### src/rtl/wb_arb2.sv
// wb_arb2 -- two-master, one-slave Wishbone arbiter.
//
// Purpose:
//   Grants the shared slave to one of two Wishbone masters. A grant is held
//   for the whole of the master's cycle (bursts and multiple strobes
//   included). The bus returns to IDLE for one cycle between grants. Ties
//   are broken round-robin, and m0 wins the first tie after reset.
//
// Optional feature (macro WB_ARB_TIMEOUT_EN):
//   When defined, a stall counter watches the granted strobe. After
//   TIMEOUT_CYCLES stalled cycles the arbiter moves to TOERR. It then drives
//   a one-cycle err to the granted master and pulses o_timeout. It keeps the
//   slave idle until that master drops cyc. When the macro is undefined there
//   is no counter and no TOERR state, and o_timeout is tied low.
//
// Parameters:
//   TIMEOUT_CYCLES  stalled strobe cycles before a timeout (1..255)
//
// Ports:
//   i_clk, i_rst_n                 clock, synchronous active-low reset
//   m{0,1}_wb_cyc/stb/we           master request controls
//   m{0,1}_wb_adr[23:0]            master address
//   m{0,1}_wb_o_dat[15:0]          master write data
//   m{0,1}_wb_sel[1:0]             master byte select
//   m{0,1}_wb_4_burst/8_burst      master burst hints
//   m{0,1}_wb_i_dat[15:0]          read data to master (always slave data)
//   m{0,1}_wb_ack/err              responses, routed to the granted master only
//   s_wb_*                         slave-side request outputs / response inputs
//   o_grant[1:0]                   one-hot grant (bit0 = m0), 2'b00 otherwise
//   o_timeout                      one-cycle pulse when a timeout error issues
module wb_arb2 #(
    parameter int unsigned TIMEOUT_CYCLES = 255
) (
    input  logic        i_clk,
    input  logic        i_rst_n,

    input  logic        m0_wb_cyc,
    input  logic        m0_wb_stb,
    input  logic        m0_wb_we,
    input  logic [23:0] m0_wb_adr,
    input  logic [15:0] m0_wb_o_dat,
    input  logic [1:0]  m0_wb_sel,
    input  logic        m0_wb_4_burst,
    input  logic        m0_wb_8_burst,
    output logic [15:0] m0_wb_i_dat,
    output logic        m0_wb_ack,
    output logic        m0_wb_err,

    input  logic        m1_wb_cyc,
    input  logic        m1_wb_stb,
    input  logic        m1_wb_we,
    input  logic [23:0] m1_wb_adr,
    input  logic [15:0] m1_wb_o_dat,
    input  logic [1:0]  m1_wb_sel,
    input  logic        m1_wb_4_burst,
    input  logic        m1_wb_8_burst,
    output logic [15:0] m1_wb_i_dat,
    output logic        m1_wb_ack,
    output logic        m1_wb_err,

    output logic        s_wb_cyc,
    output logic        s_wb_stb,
    output logic        s_wb_we,
    output logic [23:0] s_wb_adr,
    output logic [15:0] s_wb_o_dat,
    output logic [1:0]  s_wb_sel,
    output logic        s_wb_4_burst,
    output logic        s_wb_8_burst,
    input  logic [15:0] s_wb_i_dat,
    input  logic        s_wb_ack,
    input  logic        s_wb_err,

    output logic [1:0]  o_grant,
    output logic        o_timeout
);

    // Elaboration-time range check on the counter limit.
    if (TIMEOUT_CYCLES < 1 || TIMEOUT_CYCLES > 255) begin : g_bad_timeout
        $error("wb_arb2: TIMEOUT_CYCLES must be in 1..255");
    end

    typedef enum logic [1:0] {
        IDLE,
        GNT0,
        GNT1
`ifdef WB_ARB_TIMEOUT_EN
        , TOERR
`endif
    } state_t;

    state_t state, state_nxt;
    logic   last_grant;      // 1 = m1 was granted most recently
    logic   last_grant_nxt;
    logic   sel0, sel1;

    assign sel0 = (state == GNT0);
    assign sel1 = (state == GNT1);

`ifdef WB_ARB_TIMEOUT_EN
    logic [7:0] to_cnt;
    logic       to_master;   // master that timed out (1 = m1)
    logic       to_pulse;    // high during the first TOERR cycle only
    logic       stall;
    logic       timeout_hit;

    assign stall = (sel0 || sel1) && s_wb_stb && !s_wb_ack && !s_wb_err;
    // Fires on the stalled cycle that brings the count up to TIMEOUT_CYCLES,
    // so TOERR is entered on the same edge the count would reach the limit.
    assign timeout_hit = stall && (to_cnt == 8'(TIMEOUT_CYCLES - 1));
`endif

    always_comb begin
        state_nxt      = state;
        last_grant_nxt = last_grant;
        case (state)
            IDLE: begin
                if (m0_wb_cyc && m1_wb_cyc) begin
                    if (last_grant) begin
                        state_nxt      = GNT0;
                        last_grant_nxt = 1'b0;
                    end else begin
                        state_nxt      = GNT1;
                        last_grant_nxt = 1'b1;
                    end
                end else if (m0_wb_cyc) begin
                    state_nxt      = GNT0;
                    last_grant_nxt = 1'b0;
                end else if (m1_wb_cyc) begin
                    state_nxt      = GNT1;
                    last_grant_nxt = 1'b1;
                end
            end
            GNT0: begin
                if (!m0_wb_cyc) begin
                    state_nxt = IDLE;
`ifdef WB_ARB_TIMEOUT_EN
                end else if (timeout_hit) begin
                    state_nxt = TOERR;
`endif
                end
            end
            GNT1: begin
                if (!m1_wb_cyc) begin
                    state_nxt = IDLE;
`ifdef WB_ARB_TIMEOUT_EN
                end else if (timeout_hit) begin
                    state_nxt = TOERR;
`endif
                end
            end
`ifdef WB_ARB_TIMEOUT_EN
            TOERR: begin
                if (!(to_master ? m1_wb_cyc : m0_wb_cyc)) begin
                    state_nxt = IDLE;
                end
            end
`endif
            default: state_nxt = IDLE;
        endcase
    end

    always_ff @(posedge i_clk) begin
        if (!i_rst_n) begin
            state      <= IDLE;
            last_grant <= 1'b1;
        end else begin
            state      <= state_nxt;
            last_grant <= last_grant_nxt;
        end
    end

`ifdef WB_ARB_TIMEOUT_EN
    always_ff @(posedge i_clk) begin
        if (!i_rst_n) begin
            to_cnt    <= '0;
            to_master <= 1'b0;
            to_pulse  <= 1'b0;
        end else begin
            // The count clears on ack/err or on leaving the grant. It holds
            // while the strobe is low and nothing responds.
            if (!(sel0 || sel1) || state_nxt != state || s_wb_ack || s_wb_err) begin
                to_cnt <= '0;
            end else if (stall) begin
                to_cnt <= to_cnt + 8'd1;
            end
            to_pulse <= (state_nxt == TOERR) && (state != TOERR);
            if ((state_nxt == TOERR) && (state != TOERR)) begin
                to_master <= sel1;
            end
        end
    end
`endif

    // Slave-side request mux: zero unless a master holds the grant.
    always_comb begin
        s_wb_cyc     = 1'b0;
        s_wb_stb     = 1'b0;
        s_wb_we      = 1'b0;
        s_wb_adr     = '0;
        s_wb_o_dat   = '0;
        s_wb_sel     = '0;
        s_wb_4_burst = 1'b0;
        s_wb_8_burst = 1'b0;
        if (sel0) begin
            s_wb_cyc     = m0_wb_cyc;
            s_wb_stb     = m0_wb_stb;
            s_wb_we      = m0_wb_we;
            s_wb_adr     = m0_wb_adr;
            s_wb_o_dat   = m0_wb_o_dat;
            s_wb_sel     = m0_wb_sel;
            s_wb_4_burst = m0_wb_4_burst;
            s_wb_8_burst = m0_wb_8_burst;
        end else if (sel1) begin
            s_wb_cyc     = m1_wb_cyc;
            s_wb_stb     = m1_wb_stb;
            s_wb_we      = m1_wb_we;
            s_wb_adr     = m1_wb_adr;
            s_wb_o_dat   = m1_wb_o_dat;
            s_wb_sel     = m1_wb_sel;
            s_wb_4_burst = m1_wb_4_burst;
            s_wb_8_burst = m1_wb_8_burst;
        end
    end

    assign m0_wb_i_dat = s_wb_i_dat;
    assign m1_wb_i_dat = s_wb_i_dat;
    assign m0_wb_ack   = sel0 && s_wb_ack;
    assign m1_wb_ack   = sel1 && s_wb_ack;
    assign o_grant     = {sel1, sel0};

`ifdef WB_ARB_TIMEOUT_EN
    assign m0_wb_err = (sel0 && s_wb_err) || (to_pulse && !to_master);
    assign m1_wb_err = (sel1 && s_wb_err) || (to_pulse && to_master);
    assign o_timeout = to_pulse;
`else
    assign m0_wb_err = sel0 && s_wb_err;
    assign m1_wb_err = sel1 && s_wb_err;
    assign o_timeout = 1'b0;
`endif

endmodule

### config.mk
export PLATFORM = sky130hd
export DESIGN_NAME = wb_arb2
export DESIGN_NICKNAME = d
export VERILOG_FILES = /design/src/rtl/wb_arb2.sv
export SDC_FILE = /design/constraint.sdc
export NUM_CORES = 1
export LEC_CHECK = 0
export CAP_MARGIN = 20
export CELL_PAD_IN_SITES_DETAIL_PLACEMENT = 1
export CELL_PAD_IN_SITES_GLOBAL_PLACEMENT = 1
export CORE_AREA = 2 2 78 80
export CTS_CLUSTER_DIAMETER = 50
export DETAILED_ROUTE_END_ITERATION = 12
export DIE_AREA = 0 0 80 82
export DONT_BUFFER_PORTS = 1
export PLACE_DENSITY_LB_ADDON = 0.1
export SLEW_MARGIN = 20
export SYNTH_ARGS = -nofsm -noshare
export SYNTH_HDL_FRONTEND = slang
export SYNTH_SLANG_ARGS = --single-unit
export TNS_END_PERCENT = 30
### constraint.sdc
create_clock -name i_clk -period 2.4 [get_ports i_clk]
set_input_delay 0.48 -clock i_clk [delete_from_list [all_inputs] [get_ports i_clk]]
set_output_delay 0.48 -clock i_clk [all_outputs]
set_load 0.03 [all_outputs]
Word level (Yosys, flattened, before mapping) --
Index checks and enable logic that the tools add are counted.
Operators by class: equality and inequality tests 5, multiplexer cells 27, reduce and logical (&&, ||, !) cells 9
Operators by type and width (count):
- two-way mux 24 bit | 2
- two-way mux 16 bit | 2
- two-way mux 2 bit | 8
- two-way mux 1 bit | 14
- one-hot mux 2 bit (3 select lines) | 1
- logical AND 1 bit | 5
- != test 2 bit, second input constant | 2
- != test 4 bit, second input constant | 1
- AND reduction 3 bit | 1
- nonzero test 3 bit | 1
- == test 2 x 1 -> 1 bit, second input constant | 1
- == test 2 bit, second input constant | 1
- zero test 2 bit | 1
- AND reduction 2 bit | 1
Storage, ports and cells: bits in registers 3, bits of input ports 114, output and inout bits 86

Depth between registers and ports, before layout --
word-level depth 4, depth in mapped cells 4

Worst setup path after synthesis --
No wires, ideal clock.
path kind register to output, start point register state[1], end point output s_wb_adr[10], arrival time 1.134 ns, slack 0.786 ns, cell stages (with the launch flop) 5, cells stage by stage dfxtp_1 nor2b_2 buf_4 buf_6 a22o_1
Between the ends: word-level cells in the longest chain between the ends 3, elaborated cells on any way between the ends 4, those cells by class 2 x eq/ne; 2 x mux
RTL lines:
- start: declaration | line 91 | state_t state, state_nxt;
- start signal: assignment | line 167 | state <= state_nxt;
- == test 2 bit | line 97 | assign sel1 = (state == GNT1);
- two-way mux 24 bit | line 213 | end else if (sel1) begin
- two-way mux 24 bit * | line 204 | if (sel0) begin
- end: declaration | line 64 | output logic [23:0] s_wb_adr,
Mark *: on every way between the ends. The rest lies on a longest branch, timed or not.

Worst setup path in the final report --
start point register state[1], end point output s_wb_sel[1]
Between the ends: word-level cells in the longest chain between the ends 3, elaborated cells on any way between the ends 4, those cells by class 2 x eq/ne; 2 x mux
RTL lines:
- == test 2 bit | line 97
- two-way mux 2 bit | line 213
- two-way mux 2 bit * | line 204
- end: declaration | line 66 | output logic [1:0] s_wb_sel,
Marks and branches as above.

==> out/results.txt <==
Sequential fraction of the synthesis area: 6.65%
Top layer in use: met3
Power Density: 584 mW/mm^2
Leakage power: 0.292 nW
CTS root buf: clkbuf_8
Final Wtd Congestion: 0.621
Met1 WL: 955 um
H-tree depth: 1
Ys Warns: 0
Fmax: 0.466 GHz
Setup TNS: 0 ns
Max FO, Critical Path: 48
Yosys top cell by area: a22o_1
Fin. Hold Viols: 0
Vias in the first global route: 737
WHS Endpoint: state[0]
Initial antenna violation count: 0
WL final: 3360 um
Hold Path Origin: i_rst_n
CTS clk-pin slew, worst paths: 0.03 ns
Metal2 WL: 1910 um
Status: finished clean
# placed instances: 145
CTS tree: yes
Slew Viols, Final: 0
DRT Pass-1 Iters: 4
Post-synth net total: 226
Core Rows: 28
Largest net degree at the start of global routing: 49
Final ANT Viol Nets: 0
Clk sinks: 3
Metal3 WL: 500 um
Layout Area Growth over Synthesis: -13.3%
Die Ht: 82 um
Crit. End Element: output pin
Mapped Cells: 112
I/O pins: 200
RSZ-0062 raised after global routing: no
Post-cts hold buffer count: 0
Die width: 80 um
Synthesized area per cell: 8.07 um^2
Worst r2r dst: last_grant
Critical Path RT: 1.92 ns
Post-synth top area share: 45.6%
# diodes: 0
Crit share post-route: 89.4%
Crit path time final: 2.15 ns
PostCTS Resize Cnt: 0
First-pass GRT wire length: 3840 um
Clk_lat worst skew: 0.21 ns
Worst vdd ir: 0.0924 mV
Core ar.: 0.00575 mm^2
Total track usage: 8.10%
Die area: 0.00656 mm^2
Max-cap violations: 0
Worst R2R Start: state[1]
Cell Area, Synth: 903 um^2
Filler cells: 687
Layout cells sized above 1: 12.2%
Initial Utilization: 15.7%
IO buf count: 0
Final setup vio count: 0
CTS max path bufs: 2
Final Non-Filler Cells: 149
Arr. time, crit path: 1.67 ns
Reg2Reg Depth: 2
Power, Total: 0.457 mW
Clock Skew: 0.00149 ns
Vias: 769
Hold/Removal Path Class: input pin to flip-flop
CP Class: flip-flop to output pin
Area taken by multi-input logic gates: 522 um^2
Sequential cell area: 60.1 um^2
Distinct cells, synth: 15
CTS Buf Count: 3
GR Overflow Total: 0
1st-iter DRT viols: 9
Nets: 189
DR WL/cell: 22.6 um
Startpoint types: flip-flop
Via density: 5.16
Synth area leaders: a22o_1 (46%), buf_4 (30%), dfxtp_1 (6.6%)
Flops & latches, synth: 3
Worst R2R Setup Slack: 1.18 ns
Drt drc: 0
Postcts setup bufs: 0
Hold Crit Depth: 1
## sequential cells by signal, indices dropped and copies added (netlist names)
signal	flops
last_grant	1
state	2
## critical path: stages, from the launching register on
cell and delay, ns:
dfxtp_1 0.44, nor2b_4 0.35, buf_12 0.26, a22o_1 0.39
## worst max-delay path by stage
stage | from | endpoint | slack [ns] | cells after the start
6_report | state[1] | s_wb_sel[1] | 0.25 | 3
5_1_grt | state[0] | s_wb_adr[17] | 0.12 | 3
4_1_cts | state[1] | s_wb_stb | 0.21 | 3
3_5_place_dp | state[1] | s_wb_stb | 0.44 | 3
3_3_place_gp | state[0] | s_wb_stb | 0.47 | 3
2_1_floorplan | state[1] | s_wb_adr[10] | 0.79 | 4
## metrics by stage
| step | hold slack [ns] | util, % | setup slack, ns | instance area (um^2) |
|---|---|---|---|---|
| after CTS | 0.407 | 13.6 | 0.213 | 783 |
| final | 0.412 | 13.6 | 0.254 | 783 |
| after detailed placement | 0.522 | 12.8 | 0.441 | 738 |
| after floorplan | 0.474 | - | 0.786 | 903 |
| after global placement | 0.543 | 12.8 | 0.467 | 738 |
| after global routing | 0.403 | 13.6 | 0.123 | 783 |
## power breakdown
part | total (mW) | internal (mW) | switching, mW
logic | 0.253 | 0.0644 | 0.189
clock network | 0.144 | 0.113 | 0.0313
registers | 0.0599 | 0.0541 | 0.00577
total | 0.457 | 0.232 | 0.226
## placed cells by master, fill, tap and decap left out, drive strengths merged
| master | instances |
|---|---|
| a2111oi | 1 |
| a221o | 1 |
| a22o | 47 |
| and2 | 4 |
| buf | 4 |
| clkbuf | 4 |
| conb | 1 |
| dfxtp | 3 |
| inv | 2 |
| nor2 | 1 |
| nor2b | 4 |
| o311a | 1 |
| or3b | 1 |
## area by class of cell
type | count | area share, %
Multi-Input combinational cell | 61 | 66.6
Tap cell | 75 | 12.0
Sequential cell | 3 | 7.67
Timing Repair Buffer | 4 | 7.03
Clock buffer | 4 | 5.75
Inverter | 2 | 0.958
## cell families (layout without fill, tap and decap cells)
kind of cell	Yosys count	in the layout	share of synthesized area (%)
other	1	1	0.415
DFF	3	3	6.65
buffers and inverters	48	10	37.0
AOI/OAI and AO/OA	50	50	48.8
and+or+nand+nor	10	10	7.20
## synth_stat cells, drive strengths merged
cell,n
a2111oi,1
a221o,1
a22o,47
and2,4
buf,46
conb,1
dfxtp,3
inv,2
nor2,1
nor2b,4
o311a,1
or3b,1
## layer usage
metal  vias to the layer above  track usage, %
li1                        316               -
met1                       357            6.24
met2                        96            17.4
met3                         0            3.74
met4                         0            2.37
met5                         -               0
No activity file was read; power rests on OpenSTA's default activity.
